### config.mk
export PLATFORM = sky130hd
export DESIGN_NAME = dmem_bus_bridge
export DESIGN_NICKNAME = d
export VERILOG_FILES = /design/src/rtl/dmem_bus_bridge.sv
export SDC_FILE = /design/constraint.sdc
export NUM_CORES = 1
export LEC_CHECK = 0
export BUFFER_PORTS_ARGS = -buffer_cell sky130_fd_sc_hd__buf_2
export CAP_MARGIN = 20
export CORE_ASPECT_RATIO = 0.6
export CORE_MARGIN = 1.5
export CORE_UTILIZATION = 30
export CTS_CLUSTER_DIAMETER = 200
export DETAILED_ROUTE_END_ITERATION = 6
export GPL_TIMING_DRIVEN = 0
export PLACE_DENSITY = 0.59
export SETUP_SLACK_MARGIN = 0.1
export SLEW_MARGIN = 20
export SYNTH_ARGS = -nofsm -noshare
export SYNTH_HDL_FRONTEND = slang
export SYNTH_SLANG_ARGS = --single-unit
### constraint.sdc
create_clock -name clk -period 3.2 [get_ports clk]
set_clock_uncertainty 0.2 [all_clocks]
set_input_delay 0.16 -clock clk [delete_from_list [all_inputs] [get_ports clk]]
set_output_delay 0.16 -clock clk [all_outputs]
set_load 0.05 [all_outputs]
### src/rtl/dmem_bus_bridge.sv
// Data-memory bus bridge: replays each core load/store as a valid/ready bus request and stalls the core until the response returns.
// Optional response timeout is enabled by defining DMEM_BRIDGE_TIMEOUT_EN.
module dmem_bus_bridge #(
  parameter int ADDR_WIDTH     = 64,
  parameter int DATA_WIDTH     = 64,
  parameter int TIMEOUT_CYCLES = 256
) (
  input  logic                  clk,
  input  logic                  reset,
  input  logic [ADDR_WIDTH-1:0] dmem_addr,
  input  logic [DATA_WIDTH-1:0] dmem_write_data,
  input  logic                  dmem_read,
  input  logic                  dmem_write,
  output logic [DATA_WIDTH-1:0] dmem_read_data,
  output logic                  dmem_ready,
  output logic                  bus_req_valid,
  input  logic                  bus_req_ready,
  output logic                  bus_req_we,
  output logic [ADDR_WIDTH-1:0] bus_req_addr,
  output logic [DATA_WIDTH-1:0] bus_req_wdata,
  input  logic                  bus_resp_valid,
  input  logic [DATA_WIDTH-1:0] bus_resp_data,
  input  logic                  bus_resp_err,
  output logic                  err_sticky
);

  typedef enum logic [1:0] {ST_IDLE, ST_REQ, ST_WAIT, ST_DONE} state_t;

  state_t                state_q, state_d;
  logic [ADDR_WIDTH-1:0] addr_q, addr_d;
  logic [DATA_WIDTH-1:0] wdata_q, wdata_d;
  logic [DATA_WIDTH-1:0] rdata_q, rdata_d;
  logic                  we_q, we_d;
  logic                  valid_q, valid_d;
  logic                  err_q, err_d;

`ifdef DMEM_BRIDGE_TIMEOUT_EN
  localparam int CNT_W = $clog2(TIMEOUT_CYCLES + 1);
  logic [CNT_W-1:0] cnt_q, cnt_d;
`endif

  always_comb begin
    state_d = state_q;
    addr_d  = addr_q;
    wdata_d = wdata_q;
    rdata_d = rdata_q;
    we_d    = we_q;
    valid_d = valid_q;
    err_d   = err_q;
`ifdef DMEM_BRIDGE_TIMEOUT_EN
    cnt_d   = cnt_q;
`endif
    case (state_q)
      ST_IDLE: begin
        if (dmem_read | dmem_write) begin
          addr_d  = dmem_addr;
          wdata_d = dmem_write_data;
          we_d    = dmem_write;
          valid_d = 1'b1;
          state_d = ST_REQ;
`ifdef DMEM_BRIDGE_TIMEOUT_EN
          cnt_d   = '0;
`endif
        end
      end
      ST_REQ: begin
        if (bus_req_ready) begin
          valid_d = 1'b0;
          state_d = ST_WAIT;
        end
      end
      ST_WAIT: begin
        if (bus_resp_valid) begin
          if (!we_q) rdata_d = bus_resp_err ? '0 : bus_resp_data;
          if (bus_resp_err) err_d = 1'b1;
          state_d = ST_DONE;
        end
      end
      default: state_d = ST_IDLE;
    endcase
`ifdef DMEM_BRIDGE_TIMEOUT_EN
    // The counter reaches TIMEOUT_CYCLES on the edge that abandons the transaction.
    if (state_q == ST_REQ || state_q == ST_WAIT) begin
      cnt_d = cnt_q + CNT_W'(1);
      if (state_d == state_q && cnt_q == CNT_W'(TIMEOUT_CYCLES - 1)) begin
        state_d = ST_DONE;
        valid_d = 1'b0;
        err_d   = 1'b1;
        if (!we_q) rdata_d = '0;
      end
    end
`endif
  end

  always_ff @(posedge clk or negedge reset) begin
    if (!reset) begin
      state_q <= ST_IDLE;
      addr_q  <= '0;
      wdata_q <= '0;
      rdata_q <= '0;
      we_q    <= 1'b0;
      valid_q <= 1'b0;
      err_q   <= 1'b0;
`ifdef DMEM_BRIDGE_TIMEOUT_EN
      cnt_q   <= '0;
`endif
    end else begin
      state_q <= state_d;
      addr_q  <= addr_d;
      wdata_q <= wdata_d;
      rdata_q <= rdata_d;
      we_q    <= we_d;
      valid_q <= valid_d;
      err_q   <= err_d;
`ifdef DMEM_BRIDGE_TIMEOUT_EN
      cnt_q   <= cnt_d;
`endif
    end
  end

  // Combinational so the core stalls in the same cycle its request appears.
  always_comb begin
    dmem_ready = 1'b0;
    case (state_q)
      ST_IDLE: dmem_ready = !(dmem_read | dmem_write);
      ST_DONE: dmem_ready = 1'b1;
      default: dmem_ready = 1'b0;
    endcase
  end

  assign dmem_read_data = rdata_q;
  assign bus_req_valid  = valid_q;
  assign bus_req_we     = we_q;
  assign bus_req_addr   = addr_q;
  assign bus_req_wdata  = wdata_q;
  assign err_sticky     = err_q;

endmodule

==> results of run 1 <==
## cell usage in the layout (no fill, tap or decap), drive strengths merged, types with 3 or more instances in the layout
cell,synthesis,routed
dfrtp,197,197
o21ai,66,66
nand2b,64,64
clkbuf,16,38
ha,4,4
clkinv,0,3
bufinv,0,3
inv,3,7
mux2,129,129
dlygate4sd3,0,198
buf,19,415
nand2,70,70
diode,0,3
## state kept, by name (all words and copies together), names as in the netlist
name            count
dmem_read_data     64
bus_req_valid       1
bus_req_wdata      64
state_q             2
err_sticky          1
bus_req_we          1
bus_req_addr       64
## worst paths after layout
kind                               startpoint                  to  slack (ps)  depth (start not counted)
max                                state_q[0]  dmem_read_data[48]        1030                          8
min                              bus_resp_err  dmem_read_data[58]          70                          3
max reg2reg                        state_q[0]  dmem_read_data[48]        1030                          8
min reg2reg                dmem_read_data[43]  dmem_read_data[43]         280                          2
max in group asynchronous               reset   bus_req_wdata[29]        2220                          3
min in group asynchronous               reset    bus_req_addr[31]          80                          3
## power by group through the flow
stage	clock (uW)	sequential, uW	combinational (uW)
2_1_floorplan	0	8180	2540
3_3_place_gp	0	4220	8380
3_5_place_dp	0	4250	8460
4_1_cts	2370	4240	8670
5_1_grt	2470	4400	9000
6_report	2290	4270	8640
## routing by layer
| metal | routed length [microns] | track usage, % | vias to the layer above |
|---|---|---|---|
| met5 | 0 | 0 | - |
| met2 | 12300 | 29.4 | 266 |
| met4 | 614 | 6.52 | 0 |
| met1 | 11000 | 22.7 | 3336 |
| met3 | 1830 | 5.95 | 41 |
| li1 | - | - | 3169 |
## per-stage QoR
step	hold WS, ps	TNS (ps)
floorplan	-336	0
detailed placement	-169	0
CTS	22.3	0
finish	66.1	0
global route	55.5	0
global placement	190	-325640
## kinds of logic after synthesis
logic type	synth area share (%)
compound gates	4.57
fa+ha+maj	0.609
buf+inv	4.20
flops	60.0
mux	22.3
simple gates	8.33
## worst reg2reg max path, delay by kind of cell (launching register included)
family          cells  cell delay [ps]
simple gates        2              280
compound gates      1              110
buf+inv             4              840
flops               1              400
fa+ha+maj           1              250
## final cells by class
cell class              instances  area share [%]
plain buffers                  35            2.51
repair buffers                594            30.3
well taps                     360            3.38
flip-flops and latches        197            37.0
clock inverters                10            1.05
clock buffers                  22            3.63
multi-input cells             342            22.1
diodes                          3          0.0563
inverters                       3          0.0845
==> metrics, run 1 <==
mapped cell area 0.00822 sq mm; final core utilization 50.0%; Post-DP Area 0.0107 sq mm; Final min period 2170 ps; clk_lat worst skew 440 ps; ys async rst share 100%; CTS Buffer Depth 2; Post-Route WL 25700 microns; fillers 2295; multi-input logic area 0.00294 sq mm; leading area contributor after synthesis dfrtp_1; clock sinks 197; net switching power 7390 uW; final hold violation count 0; critical path's largest stage delay 400 ps; Overall Power 15200 uW; die extent in x 217 microns; die area 0.0284 sq mm; Buf+Inv Stages, Crit Path 4; H-tree depth 4; Remaining Overflow, GRT 0; CP max stage cell dfrtp_1; sequential area share after synthesis 60.0%; antenna violations before repair 3; Core Area 0.0266 sq mm; Rel. slew slack 62.0%; IO Port Bufs 393; Total GRT Usage 18.2%; commonest cells in the netlist dfrtp_1 (197), mux2_4 (101), nand2_1 (70); Post-CTS Hold Fix Bufs 199; Post-DP HPWL 17400 microns; Synth Flop Type dfrtp_1; Reg area 0.00493 sq mm; Core Rows 46; proportion of layout cells with a drive suffix above 1 47.9%; dpl ws 1070 ps; critical path data arrival time 2310 ps; Crit path max-delay family buffers and inverters; RSZ-0062 raised after global routing no; Via density 4.35; RD Place Congestion 0.856; maximum vdd drop 0.835 mV; PwrDens 1140 mW/mm^2; Yosys reg bits 197; DR WL/cell 16.4 microns; max-slew violations 0; drt first pass iters 6; min setup slack post-route 1030 ps; LEAKAGE 0.00682 uW; clock share of power 15.1%; placed insts 1332; number of max-cap violations 0; status completed; Hold WC Path Type in -> reg; Most common cell on crit path buf_2; CTS root buf clkbuf_16; syn nets 780; Startpoint Class flip-flop; Final Non-Filler Cells 1566; Worst Setup Path Type reg -> reg; Worst EP required 3340 ps; Initial Util 30.8%; DRT iter0 DRCs 400; crit-path cells inv_1, ha_1, nand3b_1, buf_2, buf_2, buf_2, nand2_1, o21ai_0; Comb power frac 56.8%; Switching Fraction 48.6%; final layout net count 1393; fin crit share 67.8%; CP Capture Type flip-flop; Post-synth EDFFs 0; TritonCTS buffer count 17; Syn. warnings 0; total number of vias 6812; first-pass GRT wire length 40200 microns; vias in the first global route 7282; design area 0.0133 sq mm; Netlist cell types 23; Avg Inst Size Synth 14.2 sq um; Slew @ Worst Pin 571 ps; die height 131 microns; CP Max Fanout 10; Seq pwr share 28.1%; P_int 7810 uW; largest net degree at the start of global routing 89; Synth top area share 60.0%; Final Setup Violations 0; post-cts repair resize count 0; clk slew on worst S/H paths 80 ps; I/O pin count 395; layout overhead on the synthesized area 62.3%; largest cells by area after synthesis dfrtp_1 (60%), mux2_4 (18%), nand2b_1 (4.9%); Max Freq 0.461 GHz; most common cell in the netlist dfrtp_1; DRC 0; Syn Inst Count 577; Post-CTS Setup Inserts 0; CTS tree done; antenna-violating nets left 0
No activity file was read; power rests on OpenSTA's default activity.
==> run 2: changes to the inputs <==
PLACE_DENSITY = 0.61   (was 0.59)
clock period = 1.9 ns   (was 3.2 ns; I/O delays follow)
==> run 2 against run 1 <==
The flow now finishes with violations (setup timing). First-iteration DRC count down 11%. Non-clock buffer count up 36. Core utilization up 2.8 points. Sequential cell count unchanged. Hold slack worse by 38 ps. Critical path type unchanged.
==> metrics, run 2 (synthesis gave the netlist of run 1 again) <==
status finished with violations; failing checks setup timing; die height 131 microns (unchanged); P_int 14200 uW (+82%); Worst Setup Path Type reg -> reg; met2 routed WL 12500 microns (+2.0%); LEAKAGE 0.00723 uW (+6.1%); clk_lat worst skew 450 ps (about the same); Worst EP required 2020 ps (-1320 ps); Crit path max-delay family buffers and inverters; fin crit share 102% (+34 points); first-pass GRT wire length 40700 microns (+1.1%); total number of vias 6861 (+0.72%); Post-Route WL 26800 microns (+4.0%); Final min period 1930 ps (-238 ps); H-tree depth 4 (unchanged); Hold WS 27.6 ps (-38.4 ps); final core utilization 52.8% (+2.8 points); Final Setup Violations 46 (+46); clock share of power 14.6% (-0.5 points); Slew @ Worst Pin 677 ps (+107 ps); Remaining Overflow, GRT 0 (unchanged); Seq pwr share 26.6% (-1.5 points); net switching power 12900 uW (+74%); uppermost layer routed met4; dpl ws -257 ps (-1330 ps); Most common cell on crit path buf_6; RSZ-0062 raised after global routing yes; design area 0.0141 sq mm (+5.6%); critical path's largest stage delay 390 ps (about the same); critical path data arrival time 2060 ps (-250 ps); die extent in x 217 microns (unchanged); clk slew on worst S/H paths 70 ps (about the same); Max Freq 0.518 GHz (+12%); max-slew violations 0 (unchanged); Initial Util 30.8% (unchanged); final layout net count 1429 (+2.6%); DRC 0 (unchanged); Overall Power 27100 uW (+78%); Post-DP HPWL 16900 microns (-2.6%); Core Rows 46 (unchanged); met1 wire length 11900 microns (+8.0%); Rel. slew slack 54.7% (-7.3 points); layout overhead on the synthesized area 71.4%; I/O pin count 395 (unchanged); CTS root buf clkbuf_16; most common cell after layout, fill and taps aside buf_2; DR WL/cell 16.7 microns (+1.8%); DRT iter0 DRCs 356 (-11%); antenna-violating nets left 0 (unchanged); Switching Fraction 47.6% (-1.0 points); CP Max Fanout 10 (unchanged); most frequent cells in the layout buf_2 (392), dlygate4sd3_1 (209), dfrtp_1 (197); min setup slack post-route -31.7 ps (-1060 ps); CTS tree done; proportion of layout cells with a drive suffix above 1 50.0% (+2.1 points); met3 routed WL 1800 microns (-1.5%); number of max-cap violations 0 (unchanged); clock sinks 197 (unchanged); CTS Buffer Depth 2 (unchanged); crit-path cells inv_2, ha_2, nand3b_1, buf_6, buf_6, buf_6, nand2_1, o21ai_0; IO Port Bufs 393 (unchanged); Buf+Inv Stages, Crit Path 4 (unchanged); drt first pass iters 4 (-2); CP max stage cell dfrtp_1; Post-DP Area 0.0107 sq mm (unchanged); RD Place Congestion 0.832 (-2.9%); TritonCTS buffer count 17 (unchanged); antenna violations before repair 1 (-2); largest net degree at the start of global routing 94 (+5.6%); maximum vdd drop 1.26 mV (+51%); CP Capture Type flip-flop; Comb power frac 58.8% (+2.0 points); final hold violation count 0 (unchanged); vias in the first global route 7325 (+0.59%); Total GRT Usage 18.5% (+0.26 points); Core Area 0.0266 sq mm (unchanged); die area 0.0284 sq mm (unchanged); Startpoint Class flip-flop; PwrDens 1920 mW/mm^2 (+69%); Hold WC Path Type in -> reg; Via density 4.29 (-1.4%)
run 2: cell types whose count changed in the layout (fill, tap and decap cells not counted), sizes merged:
cell and delta:
bufinv +1, diode -2, buf +24, clkbuf -2, dlygate4sd3 +11, clkinvlp +3
clkinv -1
run 2: cell type report:
| cell class | instances | area [sq um] |
|---|---|---|
| inverter | 3 | 11.3 |
| antenna | 1 | 2.50 |
| clock inverter | 13 | 194 |
| clock buffer | 19 | 443 |
| sequential | 197 | 4930 |
| timing repair buffer | 630 | 4530 |
| buffer | 35 | 428 |
| tap | 360 | 450 |
| fill | 2162 | 12600 |
| multi-input combinational | 342 | 3090 |
run 2: power groups by stage:
stage          Clock (uW)  Sequential, uW  Combinational [uW]
6_report             3960            7210               15900
4_1_cts              4050            7120               15300
2_1_floorplan           0           13800                4290
3_5_place_dp            0            7130               14300
3_3_place_gp            0            7100               14100
5_1_grt              4220            7430               16600
run 2: per-stage QoR:
step                setup TNS, ps  instances
CTS                          -471       1591
global route                -6630       1600
global placement          -588650       1330
floorplan                       0        577
detailed placement         -19250       1332
finish                       -338       1600
run 2: tightest hold or removal path: cells and delay by family:
kind | cells | cell delay, ps
AOI/OAI and AO/OA | 1 | 120
buffers and inverters | 1 | 210
and+or+nand+nor | 1 | 210
run 2: routing by layer:
layer,vias to the layer above,track usage (%)
met4,0,6.33
met2,256,29.8
met1,3317,23.4
li1,3245,-
met3,43,5.76
met5,-,0
run 2: timing repair:
| action | 4_1_cts | 5_1_grt |
|---|---|---|
| pin swaps | 1 | 1 |
| hold endpoints to repair | 394 | 0 |
| gates resized for setup | 54 | 48 |
| setup endpoints to repair | 194 | 190 |
| gates cloned | 4 | 4 |
| buffers inserted | 14 | 4 |
| hold buffers | 209 | 0 |
run 2: final timing paths:
| kind | from | cells past startpoint | endpoint | slack (ps) |
|---|---|---|---|---|
| max | state_q[0] | 8 | dmem_read_data[47] | -30 |
| min | bus_resp_err | 3 | dmem_read_data[3] | 30 |
| max reg2reg | state_q[0] | 8 | dmem_read_data[47] | -30 |
| min reg2reg | dmem_read_data[8] | 2 | dmem_read_data[8] | 280 |
| max in group asynchronous | reset | 3 | dmem_read_data[13] | 410 |
| min in group asynchronous | reset | 3 | dmem_read_data[26] | 60 |
==> run 3: changes to the inputs <==
PLACE_DENSITY = 0.63   (was 0.61)
SLEW_MARGIN = unset   (was 20)
clock period = 2.18 ns   (was 1.9 ns; I/O delays follow)
==> run 3 against run 2 <==
The flow now finishes without violations. Cell count down 1.9%. Sequential power shrank 13%. Via count decreased by 1.5%. Die area unchanged. Wire length decreased by 2.6%. Critical endpoint is now dmem_read_data[52]. Register-to-register slack better by 230 ps. Global-route usage fell by 0.16 points. Clock power is 12% lower. Non-clock buffer count fell by 32. First-iteration DRC count up 5.1%. Maximum frequency down 2.4%. Critical path type unchanged.
==> metrics, run 3 (synthesis gave the netlist of run 1 again) <==
Remaining Overflow, GRT 0 (unchanged); drt first pass iters 4 (unchanged); clk slew on worst S/H paths 80 ps (about the same); critical path's largest stage delay 410 ps (+20 ps); H-tree depth 4 (unchanged); proportion of layout cells with a drive suffix above 1 48.7% (-1.2 points); CP Capture Type flip-flop; P_int 11600 uW (-18%); Slew @ Worst Pin 788 ps (+111 ps); Post-DP Area 0.0107 sq mm (-0.26%); Post-Route WL 26100 microns (-2.6%); LEAKAGE 0.00684 uW (-5.4%); Reg area 0.00493 sq mm (unchanged); fillers 2242 (+3.7%); I/O pin count 395 (unchanged); clock sinks 197 (unchanged); first-pass GRT wire length 40400 microns (-0.51%); RSZ-0062 raised after global routing no; Final Setup Violations 0 (-100%); largest net degree at the start of global routing 102 (+8.5%); Worst EP required 2290 ps (+270 ps); most frequent cells in the layout buf_2 (393), dlygate4sd3_1 (201), dfrtp_1 (197); CP max stage cell dfrtp_1; die area 0.0284 sq mm (unchanged); most common cell after layout, fill and taps aside buf_2; IO Port Bufs 393 (unchanged); Switching Fraction 48.6% (+0.99 points); Hold WS 25.4 ps (-2.18 ps); DR WL/cell 16.6 microns (-0.66%); net switching power 11000 uW (-15%); Startpoint Class flip-flop; max-slew violations 0 (unchanged); vias in the first global route 7417 (+1.3%); crit-path cells inv_2, ha_4, nand3b_1, buf_6, clkbuf_4, buf_4, nand2_1, o21ai_0; Hold WC Path Type in -> reg; Via density 4.31 (+0.40%); fin crit share 90.8% (-11 points); final core utilization 50.3% (-2.6 points); Post-DP HPWL 17000 microns (+0.76%); Rel. slew slack 47.5% (-7.2 points); Seq pwr share 27.8% (+1.2 points); final layout net count 1397 (-2.2%); R2R Setup Slk 200 ps (+230 ps); clock share of power 15.5% (+0.9 points); CTS root buf clkbuf_16; layout overhead on the synthesized area 63.0%; Initial Util 30.8% (unchanged); RD Place Congestion 0.837 (+0.65%); final hold violation count 0 (unchanged); multi-input logic area 0.00296 sq mm (-4.3%); status completed; Crit path max-delay family buffers and inverters; design area 0.0134 sq mm (-4.9%); CTS Buffer Depth 2 (unchanged); critical path data arrival time 2090 ps (+30 ps); CTS tree done; CP Max Fanout 10 (unchanged); Total GRT Usage 18.3% (-0.16 points); number of max-cap violations 0 (unchanged); die extent in x 217 microns (unchanged); Worst Setup Path Type reg -> reg; die height 131 microns (unchanged); Max Freq 0.505 GHz (-2.4%); Core Rows 46 (unchanged); maximum vdd drop 1.12 mV (-12%); Final min period 1980 ps (+47.2 ps); PwrDens 1680 mW/mm^2 (-13%); Comb power frac 56.7% (-2.1 points); Buf+Inv Stages, Crit Path 4 (unchanged); TritonCTS buffer count 17 (unchanged); DRT iter0 DRCs 374 (+5.1%); DRC 0 (unchanged); Core Area 0.0266 sq mm (unchanged); total number of vias 6755 (-1.5%); antenna-violating nets left 0 (unchanged); antenna violations before repair 2 (+1); clk_lat worst skew 440 ps (about the same)
[run 3: changes by cell type in the layout (fill, tap and decap cells not counted), moves of 5 or more]
cell and change:
dlygate4sd3_1 -8, mux2_2 +25, buf_6 -9, clkbuf_2 +5, buf_12 -6, o21ai_1 -16, o21ai_0 +18, buf_4 -5
mux2_4 -25
[run 3: area by class of cell]
cell class | count | area share, %
tap | 360 | 3.36
buffer | 35 | 2.66
multi-input combinational | 342 | 22.1
clock inverter | 13 | 1.46
sequential | 197 | 36.8
inverter | 3 | 0.0841
timing repair buffer | 598 | 30.1
clock buffer | 19 | 3.38
antenna | 2 | 0.0374
[run 3: power by group through the flow]
stage | combinational, uW | sequential (uW) | clock [uW]
final | 12800 | 6280 | 3490
after CTS | 12700 | 6230 | 3600
after detailed placement | 12400 | 6230 | 0
after floorplan | 3730 | 12000 | 0
after global routing | 13300 | 6470 | 3740
after global placement | 12300 | 6190 | 0
[run 3: what timing repair did]
item,in CTS,in global routing
hold buffers,201,0
setup buffers,0,2
pin swaps,0,1
gates cloned,0,1
resized for setup,5,18
setup endpoints to repair,41,57
endpoints found under the hold margin,297,0
[run 3: per-stage QoR]
stage / worst slack, ps / power, uW / std cells / TNS [ps]
4_1_cts: 119 / 22500 / 1564 / 0
3_5_place_dp: -68.9 / 18600 / 1331 / -520
3_3_place_gp: -2590 / 18500 / 1330 / -505050
6_report: 201 / 22500 / 1569 / 0
5_1_grt: 99.1 / 23500 / 1569 / 0
2_1_floorplan: 414 / 15700 / 577 / 0
[run 3: metal layers]
metal	up-vias	part of all wire, %	global-route usage [%]
li1	3174	-	-
met1	3267	43	22.4
met2	265	48	30.4
met3	49	6.4	5.44
met4	0	2.6	6.94
met5	-	0	0
[run 3: worst reg2reg max path, cell delays in order (launching register included)]
cell,delay [ps]
dfrtp_1,410
inv_2,100
ha_4,150
nand3b_1,230
buf_6,230
clkbuf_4,180
buf_4,190
nand2_1,70
o21ai_0,90
[run 3: worst paths after layout]
kind                                    from                  to  cells past startpoint
setup / recovery                  state_q[0]  dmem_read_data[52]                      8
hold reg to reg            dmem_read_data[8]   dmem_read_data[8]                      2
max in group asynchronous              reset   bus_req_wdata[25]                      3
min in group asynchronous              reset    bus_req_addr[30]                      2
hold / removal                  bus_resp_err   dmem_read_data[2]                      3
setup reg to reg                  state_q[0]  dmem_read_data[52]                      8
